File: config.mk
export PLATFORM = sky130hd
export DESIGN_NAME = id_ex_stage_flat
export DESIGN_NICKNAME = d
export VERILOG_FILES = /design/src/rtl/pipe_pkg.sv /design/src/rtl/id_ex_stage_if.sv /design/src/rtl/id_ex_stage_load_use_detect.sv /design/src/rtl/id_ex_stage.sv /design/src/flat_wrapper.sv
export SDC_FILE = /design/constraint.sdc
export NUM_CORES = 1
export LEC_CHECK = 0
export BUFFER_PORTS_ARGS = -buffer_cell sky130_fd_sc_hd__buf_4
export CAP_MARGIN = 20
export CORE_AREA = 2 2 175 177
export CTS_CLUSTER_DIAMETER = 40
export CTS_CLUSTER_SIZE = 14
export DETAILED_ROUTE_END_ITERATION = 8
export DIE_AREA = 0 0 177 179
export REMOVE_ABC_BUFFERS = 1
export SYNTH_ARGS = -nofsm -noshare
export SYNTH_HDL_FRONTEND = slang
export SYNTH_HIERARCHICAL = 1
export SYNTH_SLANG_ARGS = --single-unit
File: constraint.sdc
create_clock -name clk -period 9.3 [get_ports clk]
set_clock_uncertainty 0.05 [all_clocks]
set_input_delay 1.395 -clock clk [delete_from_list [all_inputs] [get_ports clk]]
set_output_delay 1.395 -clock clk [all_outputs]
set_load 0.01 [all_outputs]
File: src/rtl/pipe_pkg.sv
// Shared pipeline types and constants for the ID/EX stage and ALU control unit.
package pipe_pkg;

   localparam int ZERO_REG = 31;

   localparam logic [10:0] LDUR_OP = 11'b11111000010;
   localparam logic [10:0] STUR_OP = 11'b11111000000;

   typedef struct packed {
      logic valid;
      logic alu_on;
      logic mem_read;
      logic mem_write;
      logic reg_write;
   } ex_ctrl_t;

   typedef enum logic [0:0] {
      RUN    = 1'b0,
      BUBBLE = 1'b1
   } id_ex_state_e;

endpackage

File: src/rtl/id_ex_stage_if.sv
// Decode-side inputs and EX-side registered outputs of the ID/EX pipeline register.
interface id_ex_if #(
   parameter int OPC_W  = 11,
   parameter int DATA_W = 64,
   parameter int REG_AW = 5
);
   logic              id_valid;
   logic [OPC_W-1:0]  id_opcode;
   logic              id_alu_on;
   logic              id_uses_rn;
   logic              id_uses_rm;
   logic [REG_AW-1:0] id_rn;
   logic [REG_AW-1:0] id_rm;
   logic [REG_AW-1:0] id_rd;
   logic [DATA_W-1:0] id_rdata1;
   logic [DATA_W-1:0] id_rdata2;
   logic [DATA_W-1:0] id_imm;
   logic              id_mem_read;
   logic              id_mem_write;
   logic              id_reg_write;
   logic              flush;
   logic              ext_stall;

   logic              hold_if_id;
   logic              ex_valid;
   logic [OPC_W-1:0]  ex_opcode;
   logic              ex_alu_on;
   logic [REG_AW-1:0] ex_rn;
   logic [REG_AW-1:0] ex_rm;
   logic [REG_AW-1:0] ex_rd;
   logic [DATA_W-1:0] ex_rdata1;
   logic [DATA_W-1:0] ex_rdata2;
   logic [DATA_W-1:0] ex_imm;
   logic              ex_mem_read;
   logic              ex_mem_write;
   logic              ex_reg_write;

   modport master (
      output id_valid, id_opcode, id_alu_on, id_uses_rn, id_uses_rm,
             id_rn, id_rm, id_rd, id_rdata1, id_rdata2, id_imm,
             id_mem_read, id_mem_write, id_reg_write, flush, ext_stall,
      input  hold_if_id, ex_valid, ex_opcode, ex_alu_on, ex_rn, ex_rm, ex_rd,
             ex_rdata1, ex_rdata2, ex_imm, ex_mem_read, ex_mem_write, ex_reg_write
   );

   modport slave (
      input  id_valid, id_opcode, id_alu_on, id_uses_rn, id_uses_rm,
             id_rn, id_rm, id_rd, id_rdata1, id_rdata2, id_imm,
             id_mem_read, id_mem_write, id_reg_write, flush, ext_stall,
      output hold_if_id, ex_valid, ex_opcode, ex_alu_on, ex_rn, ex_rm, ex_rd,
             ex_rdata1, ex_rdata2, ex_imm, ex_mem_read, ex_mem_write, ex_reg_write
   );

endinterface

File: src/rtl/id_ex_stage_load_use_detect.sv
// Combinational load-use detector: a load in EX whose destination is read by the ID instruction.
module load_use_detect
   import pipe_pkg::*;
#(
   parameter int REG_AW   = 5,
   parameter int ZERO_REG = pipe_pkg::ZERO_REG
)(
   input  logic              ex_valid,
   input  logic              ex_mem_read,
   input  logic [REG_AW-1:0] ex_rd,
   input  logic              id_valid,
   input  logic              id_uses_rn,
   input  logic              id_uses_rm,
   input  logic [REG_AW-1:0] id_rn,
   input  logic [REG_AW-1:0] id_rm,
   output logic              hazard
);

   logic rn_match;
   logic rm_match;
   logic load_in_ex;

   // XZR always reads as zero, so a load targeting it never produces a dependency
   assign load_in_ex = ex_valid & ex_mem_read & (ex_rd != REG_AW'(ZERO_REG));
   assign rn_match   = id_uses_rn & (id_rn == ex_rd);
   assign rm_match   = id_uses_rm & (id_rm == ex_rd);
   assign hazard     = load_in_ex & id_valid & (rn_match | rm_match);

endmodule

File: src/rtl/id_ex_stage.sv
// ID/EX pipeline register with load-use bubble insertion, branch flush and global stall.
// Optional bubble counter enabled by defining ID_EX_BUBBLE_CNT_EN.
module id_ex_stage
   import pipe_pkg::*;
#(
   parameter int OPC_W    = 11,
   parameter int DATA_W   = 64,
   parameter int REG_AW   = 5,
   parameter int ZERO_REG = pipe_pkg::ZERO_REG
`ifdef ID_EX_BUBBLE_CNT_EN
   ,
   parameter int CNT_W    = 32
`endif
)(
   input  logic        clk,
   input  logic        reset,
   id_ex_if.slave      pipe
`ifdef ID_EX_BUBBLE_CNT_EN
   ,
   output logic [CNT_W-1:0] bubble_count
`endif
);

   ex_ctrl_t          ctrl_q,   ctrl_d;
   logic [OPC_W-1:0]  opcode_q, opcode_d;
   logic [REG_AW-1:0] rn_q,     rn_d;
   logic [REG_AW-1:0] rm_q,     rm_d;
   logic [REG_AW-1:0] rd_q,     rd_d;
   logic [DATA_W-1:0] rdata1_q, rdata1_d;
   logic [DATA_W-1:0] rdata2_q, rdata2_d;
   logic [DATA_W-1:0] imm_q,    imm_d;
   id_ex_state_e      state_q,  state_d;

   logic hazard;
   logic hold_if_id;
   logic load_bubble;
   logic capture;

   load_use_detect #(
      .REG_AW   (REG_AW),
      .ZERO_REG (ZERO_REG)
   ) u_detect (
      .ex_valid    (ctrl_q.valid),
      .ex_mem_read (ctrl_q.mem_read),
      .ex_rd       (rd_q),
      .id_valid    (pipe.id_valid),
      .id_uses_rn  (pipe.id_uses_rn),
      .id_uses_rm  (pipe.id_uses_rm),
      .id_rn       (pipe.id_rn),
      .id_rm       (pipe.id_rm),
      .hazard      (hazard)
   );

   // Under a global stall IF/ID is already frozen; the hazard is re-evaluated once it lifts
   assign hold_if_id  = hazard & ~pipe.flush & ~pipe.ext_stall & (state_q == RUN);
   assign load_bubble = pipe.flush | hold_if_id;
   assign capture     = ~pipe.flush & ~pipe.ext_stall & ~hold_if_id;

   always_comb begin
      ctrl_d   = ctrl_q;
      opcode_d = opcode_q;
      rn_d     = rn_q;
      rm_d     = rm_q;
      rd_d     = rd_q;
      rdata1_d = rdata1_q;
      rdata2_d = rdata2_q;
      imm_d    = imm_q;
      if (load_bubble) begin
         ctrl_d   = '0;
         opcode_d = '0;
         rn_d     = '0;
         rm_d     = '0;
         rd_d     = '0;
         rdata1_d = '0;
         rdata2_d = '0;
         imm_d    = '0;
      end else if (capture) begin
         ctrl_d   = pipe.id_valid ? ex_ctrl_t'{valid:     1'b1,
                                               alu_on:    pipe.id_alu_on,
                                               mem_read:  pipe.id_mem_read,
                                               mem_write: pipe.id_mem_write,
                                               reg_write: pipe.id_reg_write}
                                  : ex_ctrl_t'('0);
         opcode_d = pipe.id_opcode;
         rn_d     = pipe.id_rn;
         rm_d     = pipe.id_rm;
         rd_d     = pipe.id_rd;
         rdata1_d = pipe.id_rdata1;
         rdata2_d = pipe.id_rdata2;
         imm_d    = pipe.id_imm;
      end
   end

   // BUBBLE masks the hazard for one free edge so each load costs at most one bubble
   always_comb begin
      state_d = state_q;
      if (pipe.flush) begin
         state_d = RUN;
      end else if (!pipe.ext_stall) begin
         state_d = hold_if_id ? BUBBLE : RUN;
      end
   end

   always_ff @(posedge clk or posedge reset) begin
      if (reset) begin
         ctrl_q   <= '0;
         opcode_q <= '0;
         rn_q     <= '0;
         rm_q     <= '0;
         rd_q     <= '0;
         rdata1_q <= '0;
         rdata2_q <= '0;
         imm_q    <= '0;
         state_q  <= RUN;
      end else begin
         ctrl_q   <= ctrl_d;
         opcode_q <= opcode_d;
         rn_q     <= rn_d;
         rm_q     <= rm_d;
         rd_q     <= rd_d;
         rdata1_q <= rdata1_d;
         rdata2_q <= rdata2_d;
         imm_q    <= imm_d;
         state_q  <= state_d;
      end
   end

`ifdef ID_EX_BUBBLE_CNT_EN
   logic [CNT_W-1:0] bubble_cnt_q, bubble_cnt_d;

   // Only hazard bubbles are counted; flush bubbles never raise hold_if_id
   assign bubble_cnt_d = hold_if_id ? bubble_cnt_q + CNT_W'(1) : bubble_cnt_q;

   always_ff @(posedge clk or posedge reset) begin
      if (reset) begin
         bubble_cnt_q <= '0;
      end else begin
         bubble_cnt_q <= bubble_cnt_d;
      end
   end

   assign bubble_count = bubble_cnt_q;
`endif

   assign pipe.hold_if_id   = hold_if_id;
   assign pipe.ex_valid     = ctrl_q.valid;
   assign pipe.ex_alu_on    = ctrl_q.alu_on;
   assign pipe.ex_mem_read  = ctrl_q.mem_read;
   assign pipe.ex_mem_write = ctrl_q.mem_write;
   assign pipe.ex_reg_write = ctrl_q.reg_write;
   assign pipe.ex_opcode    = opcode_q;
   assign pipe.ex_rn        = rn_q;
   assign pipe.ex_rm        = rm_q;
   assign pipe.ex_rd        = rd_q;
   assign pipe.ex_rdata1    = rdata1_q;
   assign pipe.ex_rdata2    = rdata2_q;
   assign pipe.ex_imm       = imm_q;

endmodule
File: src/flat_wrapper.sv
// flat-port wrapper written by rule: the top's interface ports become plain ports
module id_ex_stage_flat import pipe_pkg::*;
#(
   parameter int OPC_W    = 11,
   parameter int DATA_W   = 64,
   parameter int REG_AW   = 5,
   parameter int ZERO_REG = pipe_pkg::ZERO_REG

)
  (clk, reset, pipe_id_valid, pipe_id_opcode, pipe_id_alu_on, pipe_id_uses_rn, pipe_id_uses_rm, pipe_id_rn, pipe_id_rm, pipe_id_rd, pipe_id_rdata1, pipe_id_rdata2, pipe_id_imm, pipe_id_mem_read, pipe_id_mem_write, pipe_id_reg_write, pipe_flush, pipe_ext_stall, pipe_hold_if_id, pipe_ex_valid, pipe_ex_opcode, pipe_ex_alu_on, pipe_ex_rn, pipe_ex_rm, pipe_ex_rd, pipe_ex_rdata1, pipe_ex_rdata2, pipe_ex_imm, pipe_ex_mem_read, pipe_ex_mem_write, pipe_ex_reg_write);
  id_ex_if #(.OPC_W(OPC_W), .DATA_W(DATA_W), .REG_AW(REG_AW)) pipe_i ();
  input  logic clk;
  input  logic reset;
  input wire logic [$bits(pipe_i.id_valid)-1:0] pipe_id_valid;
  input wire logic [$bits(pipe_i.id_opcode)-1:0] pipe_id_opcode;
  input wire logic [$bits(pipe_i.id_alu_on)-1:0] pipe_id_alu_on;
  input wire logic [$bits(pipe_i.id_uses_rn)-1:0] pipe_id_uses_rn;
  input wire logic [$bits(pipe_i.id_uses_rm)-1:0] pipe_id_uses_rm;
  input wire logic [$bits(pipe_i.id_rn)-1:0] pipe_id_rn;
  input wire logic [$bits(pipe_i.id_rm)-1:0] pipe_id_rm;
  input wire logic [$bits(pipe_i.id_rd)-1:0] pipe_id_rd;
  input wire logic [$bits(pipe_i.id_rdata1)-1:0] pipe_id_rdata1;
  input wire logic [$bits(pipe_i.id_rdata2)-1:0] pipe_id_rdata2;
  input wire logic [$bits(pipe_i.id_imm)-1:0] pipe_id_imm;
  input wire logic [$bits(pipe_i.id_mem_read)-1:0] pipe_id_mem_read;
  input wire logic [$bits(pipe_i.id_mem_write)-1:0] pipe_id_mem_write;
  input wire logic [$bits(pipe_i.id_reg_write)-1:0] pipe_id_reg_write;
  input wire logic [$bits(pipe_i.flush)-1:0] pipe_flush;
  input wire logic [$bits(pipe_i.ext_stall)-1:0] pipe_ext_stall;
  output wire logic [$bits(pipe_i.hold_if_id)-1:0] pipe_hold_if_id;
  output wire logic [$bits(pipe_i.ex_valid)-1:0] pipe_ex_valid;
  output wire logic [$bits(pipe_i.ex_opcode)-1:0] pipe_ex_opcode;
  output wire logic [$bits(pipe_i.ex_alu_on)-1:0] pipe_ex_alu_on;
  output wire logic [$bits(pipe_i.ex_rn)-1:0] pipe_ex_rn;
  output wire logic [$bits(pipe_i.ex_rm)-1:0] pipe_ex_rm;
  output wire logic [$bits(pipe_i.ex_rd)-1:0] pipe_ex_rd;
  output wire logic [$bits(pipe_i.ex_rdata1)-1:0] pipe_ex_rdata1;
  output wire logic [$bits(pipe_i.ex_rdata2)-1:0] pipe_ex_rdata2;
  output wire logic [$bits(pipe_i.ex_imm)-1:0] pipe_ex_imm;
  output wire logic [$bits(pipe_i.ex_mem_read)-1:0] pipe_ex_mem_read;
  output wire logic [$bits(pipe_i.ex_mem_write)-1:0] pipe_ex_mem_write;
  output wire logic [$bits(pipe_i.ex_reg_write)-1:0] pipe_ex_reg_write;
  assign pipe_i.id_valid = pipe_id_valid;
  assign pipe_i.id_opcode = pipe_id_opcode;
  assign pipe_i.id_alu_on = pipe_id_alu_on;
  assign pipe_i.id_uses_rn = pipe_id_uses_rn;
  assign pipe_i.id_uses_rm = pipe_id_uses_rm;
  assign pipe_i.id_rn = pipe_id_rn;
  assign pipe_i.id_rm = pipe_id_rm;
  assign pipe_i.id_rd = pipe_id_rd;
  assign pipe_i.id_rdata1 = pipe_id_rdata1;
  assign pipe_i.id_rdata2 = pipe_id_rdata2;
  assign pipe_i.id_imm = pipe_id_imm;
  assign pipe_i.id_mem_read = pipe_id_mem_read;
  assign pipe_i.id_mem_write = pipe_id_mem_write;
  assign pipe_i.id_reg_write = pipe_id_reg_write;
  assign pipe_i.flush = pipe_flush;
  assign pipe_i.ext_stall = pipe_ext_stall;
  assign pipe_hold_if_id = pipe_i.hold_if_id;
  assign pipe_ex_valid = pipe_i.ex_valid;
  assign pipe_ex_opcode = pipe_i.ex_opcode;
  assign pipe_ex_alu_on = pipe_i.ex_alu_on;
  assign pipe_ex_rn = pipe_i.ex_rn;
  assign pipe_ex_rm = pipe_i.ex_rm;
  assign pipe_ex_rd = pipe_i.ex_rd;
  assign pipe_ex_rdata1 = pipe_i.ex_rdata1;
  assign pipe_ex_rdata2 = pipe_i.ex_rdata2;
  assign pipe_ex_imm = pipe_i.ex_imm;
  assign pipe_ex_mem_read = pipe_i.ex_mem_read;
  assign pipe_ex_mem_write = pipe_i.ex_mem_write;
  assign pipe_ex_reg_write = pipe_i.ex_reg_write;
  id_ex_stage #(.OPC_W(OPC_W), .DATA_W(DATA_W), .REG_AW(REG_AW), .ZERO_REG(ZERO_REG)) u_core (.clk(clk), .reset(reset), .pipe(pipe_i));
endmodule
# --- Word-level counts from Yosys, hierarchy flattened ---
# Index checks and enable logic that the tools add are counted.
totals:
  reg_bits: 224
  inputBits: 229
  output_inout_bits: 224
  word_cells: 55
op_classes:
  eq_ne: 4
  n_mux: 20
  bitwise_logic: 17
  n_reduce_logical: 1
ops:
  columns: ["op", "count"]
  rows:
  - ["$mux 64", 6]
  - ["$mux 5", 9]
  - ["$mux 11", 2]
  - ["$and 1x1->1", 11]
  - ["$eq 5x5->1", 2]
  - ["$ne 5x5->1 const B", 1]
  - ["$not 1->1", 4]
  - ["$mux 1", 3]
  - ["$ne 2x2->1 const B", 1]
  - ["$or 1x1->1", 2]
  - ["$reduce_bool 2->1", 1]

# --- Depth between registers and ports, before layout ---
# Gate-level depths: netlist of the first run.
logic_depth:
  depth_word: 11
  depth_mapped: 9
  depth_no_buf: 6

# --- Cells and area by module ---
# The synthesis of the first run kept the hierarchy.
modules_own_cells:
  columns: ["mod", "n_inst", "cells_each", "area_each_um2", "seq_area_each_um2"]
  rows:
  - ["id_ex_stage", 1, 976, 10910.5, 5605.4]
  - ["load_use_detect", 1, 18, 132.6, 0.0]

# --- Worst setup path after synthesis of the first run ---
# Ideal clock, no wire load.
synth_timing:
  path_kind: "input to output"
  from: "input port pipe_id_rm[1]"
  to: "output port pipe_hold_if_id"
  t_arrival_ps: 2302
  required_time_ps: 7855
  slack_ps: 5553
  path_stages: 6
  path_buffers: 0
  cell_sequence: "xor2_1 -> nor4_1 -> nand3_1 -> a21oi_1 -> nand2b_1 -> nor2_1"
synth_via:
  elab_chain_cells: 7
synth_lines:
  columns: ["item", "line", "rtl"]
  rows:
  - ["start, declared", "flat_wrapper.sv:20", "input wire logic [$bits(pipe_i.id_rm)-1:0] pipe_id_rm;"]
  - ["$eq 5x5->1", "id_ex_stage_load_use_detect.sv:26", "assign rm_match = id_uses_rm & (id_rm == ex_rd);"]
  - ["$and 1x1->1", "id_ex_stage_load_use_detect.sv:26", null]
  - ["$or 1x1->1", "id_ex_stage_load_use_detect.sv:27", "assign hazard = load_in_ex & id_valid & (rn_match | rm_match);"]
  - ["$and 1x1->1", "id_ex_stage_load_use_detect.sv:27", null]
  - ["named net u_core.hazard", "id_ex_stage.sv:34", "logic hazard;"]
  - ["$and 1x1->1 (3 in a row)", "id_ex_stage.sv:55", "assign hold_if_id = hazard & ~pipe.flush & ~pipe.ext_stall & (state_q == RUN);"]
  - ["end, declared", "flat_wrapper.sv:30", "output wire logic [$bits(pipe_i.hold_if_id)-1:0] pipe_hold_if_id;"]
# The timed path passes the listed nets, and every way through them passes these cells.

# --- Final worst setup path of the first run ---
layout_timing:
  from: "input port pipe_id_rm[1]"
  to: "register u_core.ctrl_q, in the netlist u_core/pipe.ex_reg_write"
layout_via:
  elab_chain_cells: 10
  elab_cells_between_ends: 12
  classes_between: "1 x eq/ne; 1 x mux; 9 x bitwise; 1 x reduce/logical"
layout_lines:
  columns: ["item", "line", "rtl"]
  rows:
  - ["$eq 5x5->1 *", "id_ex_stage_load_use_detect.sv:26", null]
  - ["$and 1x1->1 *", "id_ex_stage_load_use_detect.sv:26", null]
  - ["$or 1x1->1 *", "id_ex_stage_load_use_detect.sv:27", null]
  - ["$and 1x1->1 *", "id_ex_stage_load_use_detect.sv:27", null]
  - ["named net u_core.hazard", "id_ex_stage.sv:34", null]
  - ["$and 1x1->1 * (3 in a row)", "id_ex_stage.sv:55", null]
  - ["$not 1->1", "id_ex_stage.sv:57", "assign capture = ~pipe.flush & ~pipe.ext_stall & ~hold_if_id;"]
  - ["$and 1x1->1", "id_ex_stage.sv:57", null]
  - ["$reduce_bool 2->1 (no source line)", null, null]
  - ["end signal, assigned", "id_ex_stage.sv:116", "ctrl_q <= ctrl_d;"]
  - ["end, declared", "id_ex_stage.sv:24", "ex_ctrl_t ctrl_q, ctrl_d;"]
# Mark *: on every way through the listed nets, which the timed path passes. The rest lies on a longest branch.
# A chain may end at the register's enable or synchronous reset.

==> flow_summary_export.csv, run 1 <==
group,metric,value,unit
grt,grt_pass1_wl,48900,um
sta,setup_viol,0,
sta,hold_viol,0,
clocking,clockBufferDepth,3,
critical_path,ff2ff_setup_slack,5.26,ns
clocking,clockRootBuffer,"clkbuf_16",
sta,fin_crit,4.56,ns
synthesis,ys_seq_area_share,50.8,%
synthesis,synth_cell_types,20,
die,start_util,36.8,%
synthesis,synth_top_area_cell,"dfrtp_1",
sta,max_slew_margin,22.4,%
place,place_inst,1777,
finish,fillers,2749,
grt,grtUsageTotal,19.4,%
min_path,whs_path_depth,2,
die,die_w,177,um
route,dr.pass1.iters,4,
finish,final_core_util,52.4,%
finish,design_area,0.0157,mm^2
die,die_y,179,um
sta,setup-tns-final,0,ns
route,vias,8605,
sta,fmax,0.219,GHz
synthesis,synth-async-reset-ratio,100,%
job,drv_cap,0,
place,dpl_cell_area,0.0145,mm^2
sta,period_share,49.0,%
finish,fin_cells,1836,
route,drtIter0Drc,422,
pwr,vdd.ir_drop.worst,0.130,mV
pwr,power.density,177,mW/mm^2
critical_path,crit_fanout,147,
die,die-area,0.0317,mm^2
grt,grt.busiest_layer,"met2",
sta,finalMaxSlewViolations,0,
critical_path,worst_r2r_path_depth,8,
outcome,outcome,"finished, final reports clean",
clocking,postCtsHoldBufs,0,
clocking,cts.repair.resized,0,
synthesis,synth_area,0.0110,mm^2
critical_path,critPathCaptureType,"register",
grt,gr-usage-met2,30.8,%
place,dp_slack,4.37,ns
sta,rsz0062_at_grt,"no",
clocking,h-tree-depth,2,
synthesis,synth_top_area_share,50.8,%
critical_path,worstPathArrival,4.82,ns
clocking,post-cts-setup-buffers,0,
grt,grt_overflow,0,
synthesis,synth_edf_count,0,
die,rows,64,
pwr,leakagePower,8.11,nW
synthesis,postSynthCellCount,994,
critical_path,crit_type,"primary input to register",
synthesis,synthFlopType,"dfrtp_1",
grt,grt_max_degree,148,
critical_path,cp_slowest_cell,"buf_4",
critical_path,cp-startpoint,"pipe_id_rm[1]",
die,coreArea,0.0300,mm^2
place,hpwl,21600,um
finish,diodes,0,
critical_path,r2r-end,"u_core/pipe.ex_reg_write$_DFFE_PP0P_",
critical_path,cp_slowest_stage_delay,0.85,ns
sta,layout_setup_ws,4.74,ns
synthesis,ys_warn_count,6,
pwr,total_power,2.78,mW
synthesis,ys_seq_elements,224,
route,wl,31800,um
min_path,worstHoldStart,"u_core/pipe.ex_rdata2[28]$_DFFE_PP0P_",
sta,worst_pin_slew,1.16,ns
route,viasPerCell,4.69,
synthesis,syn-mean-instance-area,11.1,um^2
critical_path,critPathLaunchType,"primary input",
clocking,clkSinkCount,224,
clocking,numCtsBuffers,35,
min_path,min_to,"u_core/pipe.ex_rdata2[28]$_DFFE_PP0P_",
synthesis,ys_top_cells_by_count,"444 x inv_1, 224 x dfrtp_1, 150 x o32ai_2",
finish,drive_above_1_share,46.5,%
route,wl_per_cell,17.3,um
place,gp_congestion,0.818,
critical_path,path_common_cell,"buf_4",
synthesis,yosysMostFrequentCell,"inv_1",
synthesis,synthTopCellsByArea,"dfrtp_1 51%, o32ai_2 22%, inv_1 15%",
critical_path,reg2reg_from,"u_core/pipe.ex_rd[1]$_DFFE_PP0P_",
grt,antenna_found_initial,0,
die,io_pins,453,
min_path,hold_class,"register to register",
place,io_buffers,452,
clocking,insertion_delay,0.49,ns
critical_path,cp.required,9.56,ns
grt,grt_pass1_vias,8912,
clocking,cts_tree,"yes",
route,drc,0,
grt,use_met3,6.23,%
finish,nets,1647,
finish,areaGrowthSynthToFinish,42.4,%
route,antenna_left,0,
clocking,path_clk_slew,0.05,ns
sta,fin_hold_ws,0.462,ns
grt,grt_use_met1,24.3,%
critical_path,path_cells,"buf_4 > xor2_1 > nor4_1 > nand3_1 > a21oi_1 > nor2b_4 > buf_12 > buf_4 > o32ai_1",
==> where the power goes <==
group,switching (mW),internal [mW]
registers,0.0333,1.03
logic,0.192,0.202
clock network,0.453,0.872
total,0.678,2.10
==> worst max-delay path, delay by kind of cell <==
family	cells	cell delay [ns]
XOR/XNOR	1	0.13
AO/OA/AOI/OAI	2	0.43
buffers and inverters	3	1.55
AND/OR/NAND/NOR	3	0.87
==> cell families after synthesis <==
logic type	after synthesis	synth area share [%]
AOI/OAI and AO/OA	226	28.1
xor gates and xnor gates	10	0.793
buffers and inverters	519	19.7
DFF	224	50.8
and+or+nand+nor	15	0.680
==> worst max-delay path by stage <==
stage | to | slack [ns]
6_report | u_core/pipe.ex_reg_write$_DFFE_PP0P_ | 4.74
4_1_cts | u_core/pipe.ex_reg_write$_DFFE_PP0P_ | 4.89
2_1_floorplan | u_core/pipe.ex_alu_on$_DFFE_PP0P_ | -5.51
5_1_grt | u_core/pipe.ex_reg_write$_DFFE_PP0P_ | 4.59
3_3_place_gp | u_core/pipe.ex_reg_write$_DFFE_PP0P_ | 4.37
3_5_place_dp | u_core/pipe.ex_reg_write$_DFFE_PP0P_ | 4.37
==> cells in the final DEF (no fill, tap or decap), types with 2 or more instances in the layout <==
cell	count
buf_4	461
inv_1	443
dfrtp_1	224
o32ai_2	150
o32ai_1	73
clkbuf_16	37
xor2_1	8
clkbuf_8	5
clkbuf_1	5
nand2_1	5
bufinv_16	4
clkinv_2	3
clkinvlp_4	3
nand3_1	3
nor4_1	2
xnor2_1	2
==> final cells by class <==
cell class | instances | area (um^2) | area share [%]
multi-input combinational | 251 | 3280 | 20.9
clock inverter | 12 | 175 | 1.11
clock buffer | 47 | 1010 | 6.45
tap | 396 | 495 | 3.15
sequential | 224 | 5610 | 35.6
inverter | 444 | 1670 | 10.6
timing repair buffer | 462 | 3480 | 22.1
==> per-layer routing <==
layer / routed length, um / vias to the layer above / share of wire [%]
li1: - / 4043 / -
met1: 12900 / 4150 / 41
met2: 14900 / 337 / 47
met3: 2720 / 75 / 8.5
met4: 1270 / 0 / 4.0
met5: 0 / - / 0
==> sequential cells by signal, indices dropped and copies added, names as in the netlist, 5 cells and up <==
| name | cells |
|---|---|
| u_core/pipe.ex_imm | 64 |
| u_core/pipe.ex_rdata1 | 64 |
| u_core/pipe.ex_rdata2 | 64 |
| u_core/pipe.ex_opcode | 11 |
| u_core/pipe.ex_rd | 5 |
| u_core/pipe.ex_rm | 5 |
| u_core/pipe.ex_rn | 5 |
Note: power is estimated with default switching activity, not from simulation.
==> run 2: changes to the inputs <==
clock period = 4.7 ns   (was 9.3 ns; I/O delays follow)
==> run 2 against run 1 <==
Against the previous run:
- flip-flop and latch count unchanged
- register-to-register slack got worse by 3.0 ns
- first-iteration DRC count is 0.47% lower
- hold slack got worse by 0.11 ns
- non-clock buffer count increased by 5
- critical path type is now register to output pin
- critical endpoint is now pipe_hold_if_id
- highest routed layer unchanged
==> flow_summary_export.csv, run 2 (synthesized netlist as in run 1, its figures left out) <==
group,metric,value,unit
pwr,switching_share,24.6,%
pwr,p_sw,1.40,mW
die,start_util,36.8,%
route,drc,0,
die,coreArea,0.0300,mm^2
route,wl_per_cell,17.2,um
route,vias,8591,
job,drv_cap,0,
min_path,hold_class,"primary input to async pin",
place,io_buffers,452,
outcome,outcome,"finished, final reports clean",
grt,grt_pass1_wl,47800,um
finish,areaGrowthSynthToFinish,44.2,%
critical_path,cp.required,3.94,ns
route,antenna_left,0,
place,hpwl,21700,um
finish,drive_above_1_share,47.0,%
clocking,clockBufferDepth,3,
pwr,leakagePower,8.21,nW
grt,grt_overflow,0,
critical_path,worst_r2r_path_depth,7,
critical_path,path_depth,7,
finish,fillers,2685,
place,dp_slack,1.95,ns
sta,finalMaxSlewViolations,0,
clocking,cts_tree,"yes",
route,wl,31800,um
die,die_y,179,um
finish,final_common_cell,"buf_4",
sta,setup-tns-final,0,ns
critical_path,reg2reg_from,"u_core/pipe.ex_rd[3]$_DFFE_PP0P_",
sta,rsz0062_at_grt,"no",
pwr,pwr-share-seq,37.1,%
clocking,insertion_delay,0.48,ns
critical_path,critPathCaptureType,"output pin",
route,viasPerCell,4.65,
finish,nets,1654,
sta,max_slew_margin,30.8,%
grt,antenna_found_initial,0,
die,die_w,177,um
critical_path,worstPathArrival,2.11,ns
critical_path,crit_type,"register to output pin",
pwr,vdd.ir_drop.worst,0.239,mV
clocking,numCtsBuffers,37,
route,drtIter0Drc,420,
pwr,power.density,357,mW/mm^2
finish,diodes,0,
critical_path,cp_top_family,"simple AND/OR/NAND/NOR gates",
pwr,power_frac_comb,13.8,%
grt,grtUsageTotal,19.0,%
sta,hold_viol,0,
clocking,clockRootBuffer,"clkbuf_16",
critical_path,cp_slowest_stage_delay,0.47,ns
grt,grt_pass1_vias,8581,
critical_path,crit_fanout,5,
clocking,h-tree-depth,2,
pwr,clockPowerShare,49.1,%
sta,period_share,61.1,%
critical_path,ff2ff_setup_slack,2.28,ns
sta,fin_crit,2.87,ns
finish,final_core_util,53.0,%
sta,setup_viol,0,
die,die-area,0.0317,mm^2
pwr,intPower,4.29,mW
sta,layout_setup_ws,1.83,ns
clocking,clkSinkCount,224,
critical_path,critPathLaunchType,"register",
clocking,post-cts-setup-buffers,0,
critical_path,r2r-end,"u_core/pipe.ex_imm[28]$_DFFE_PP0P_",
clocking,path_clk_slew,0.05,ns
place,gp_congestion,0.786,
critical_path,crit_buf_inv,1,
critical_path,path_cells,"xor2_1 > nor4_1 > nand3_1 > a21oi_1 > nand2b_1 > nor2_1 > buf_4",
grt,grt_max_degree,144,
clocking,cts.repair.resized,0,
sta,worst_pin_slew,1.04,ns
die,rows,64,
sta,fmax,0.348,GHz
die,io_pins,453,
clocking,postCtsHoldBufs,0,
critical_path,cp_slowest_cell,"dfrtp_1",
finish,final_cell_mix,"460 x buf_4, 443 x inv_1, 224 x dfrtp_1",
route,dr.pass1.iters,4,
## run 2: cell count changes in the layout (fill, tap and decap cells not counted), sizes merged
cell / before / now
clkinv: 4 / 5
clkbuf: 47 / 45
clkinvlp: 3 / 5
bufinv: 4 / 6
buf: 462 / 467
inv: 445 / 447
## run 2: power by group through the flow
stage	Sequential, mW	Combinational [mW]	Clock (mW)
floorplan	2.19	0.356	0
global placement	2.14	0.785	0
detailed placement	2.14	0.795	0
CTS	2.11	0.795	2.86
global route	2.12	0.851	2.94
finish	2.11	0.785	2.79
## run 2: worst max path at each step
stage,to,start
detailed placement,u_core/pipe.ex_imm[28]$_DFFE_PP0P_,pipe_id_rm[1]
global placement,u_core/pipe.ex_imm[18]$_DFFE_PP0P_,pipe_id_rm[1]
CTS,pipe_hold_if_id,u_core/pipe.ex_rd[4]$_DFFE_PP0P_
global route,pipe_hold_if_id,u_core/pipe.ex_rd[4]$_DFFE_PP0P_
floorplan,u_core/pipe.ex_alu_on$_DFFE_PP0P_,pipe_id_rm[1]
finish,pipe_hold_if_id,u_core/pipe.ex_rd[3]$_DFFE_PP0P_
## run 2: final cells by class
| cell class | count | area (um^2) | area share [%] |
|---|---|---|---|
| clock buffers | 45 | 996 | 6.25 |
| clock inverters | 19 | 275 | 1.73 |
| inverters | 444 | 1670 | 10.5 |
| multi-input cells | 251 | 3280 | 20.6 |
| flip-flops and latches | 224 | 5610 | 35.2 |
| well taps | 396 | 495 | 3.11 |
| repair buffers | 467 | 3600 | 22.6 |
## run 2: metrics by stage
stage	area [um^2]	total power [mW]	instances	hold slack, ns
after detailed placement	14600	2.93	1781	0.448
final	15900	5.68	1846	0.348
after global routing	15900	5.91	1846	0.411
after floorplan	10500	2.54	919	0.478
after global placement	14600	2.92	1781	0.445
after CTS	15900	5.76	1845	0.402
## run 2: worst register-to-register path: stages, from the launching register on
cell	delay, ns
dfrtp_1	0.47
xor2_1	0.20
nor4_1	0.26
nand3_1	0.13
a21oi_1	0.20
nor2b_4	0.26
buf_12	0.42
o32ai_1	0.29
## run 2: metal layers
metal / wire length, um / track usage (%) / vias to the layer above
met5: 0 / 0 / -
met4: 1200 / 7.61 / 0
met3: 2700 / 5.94 / 78
met2: 15000 / 30.7 / 351
met1: 12900 / 23.6 / 4115
li1: - / - / 4047
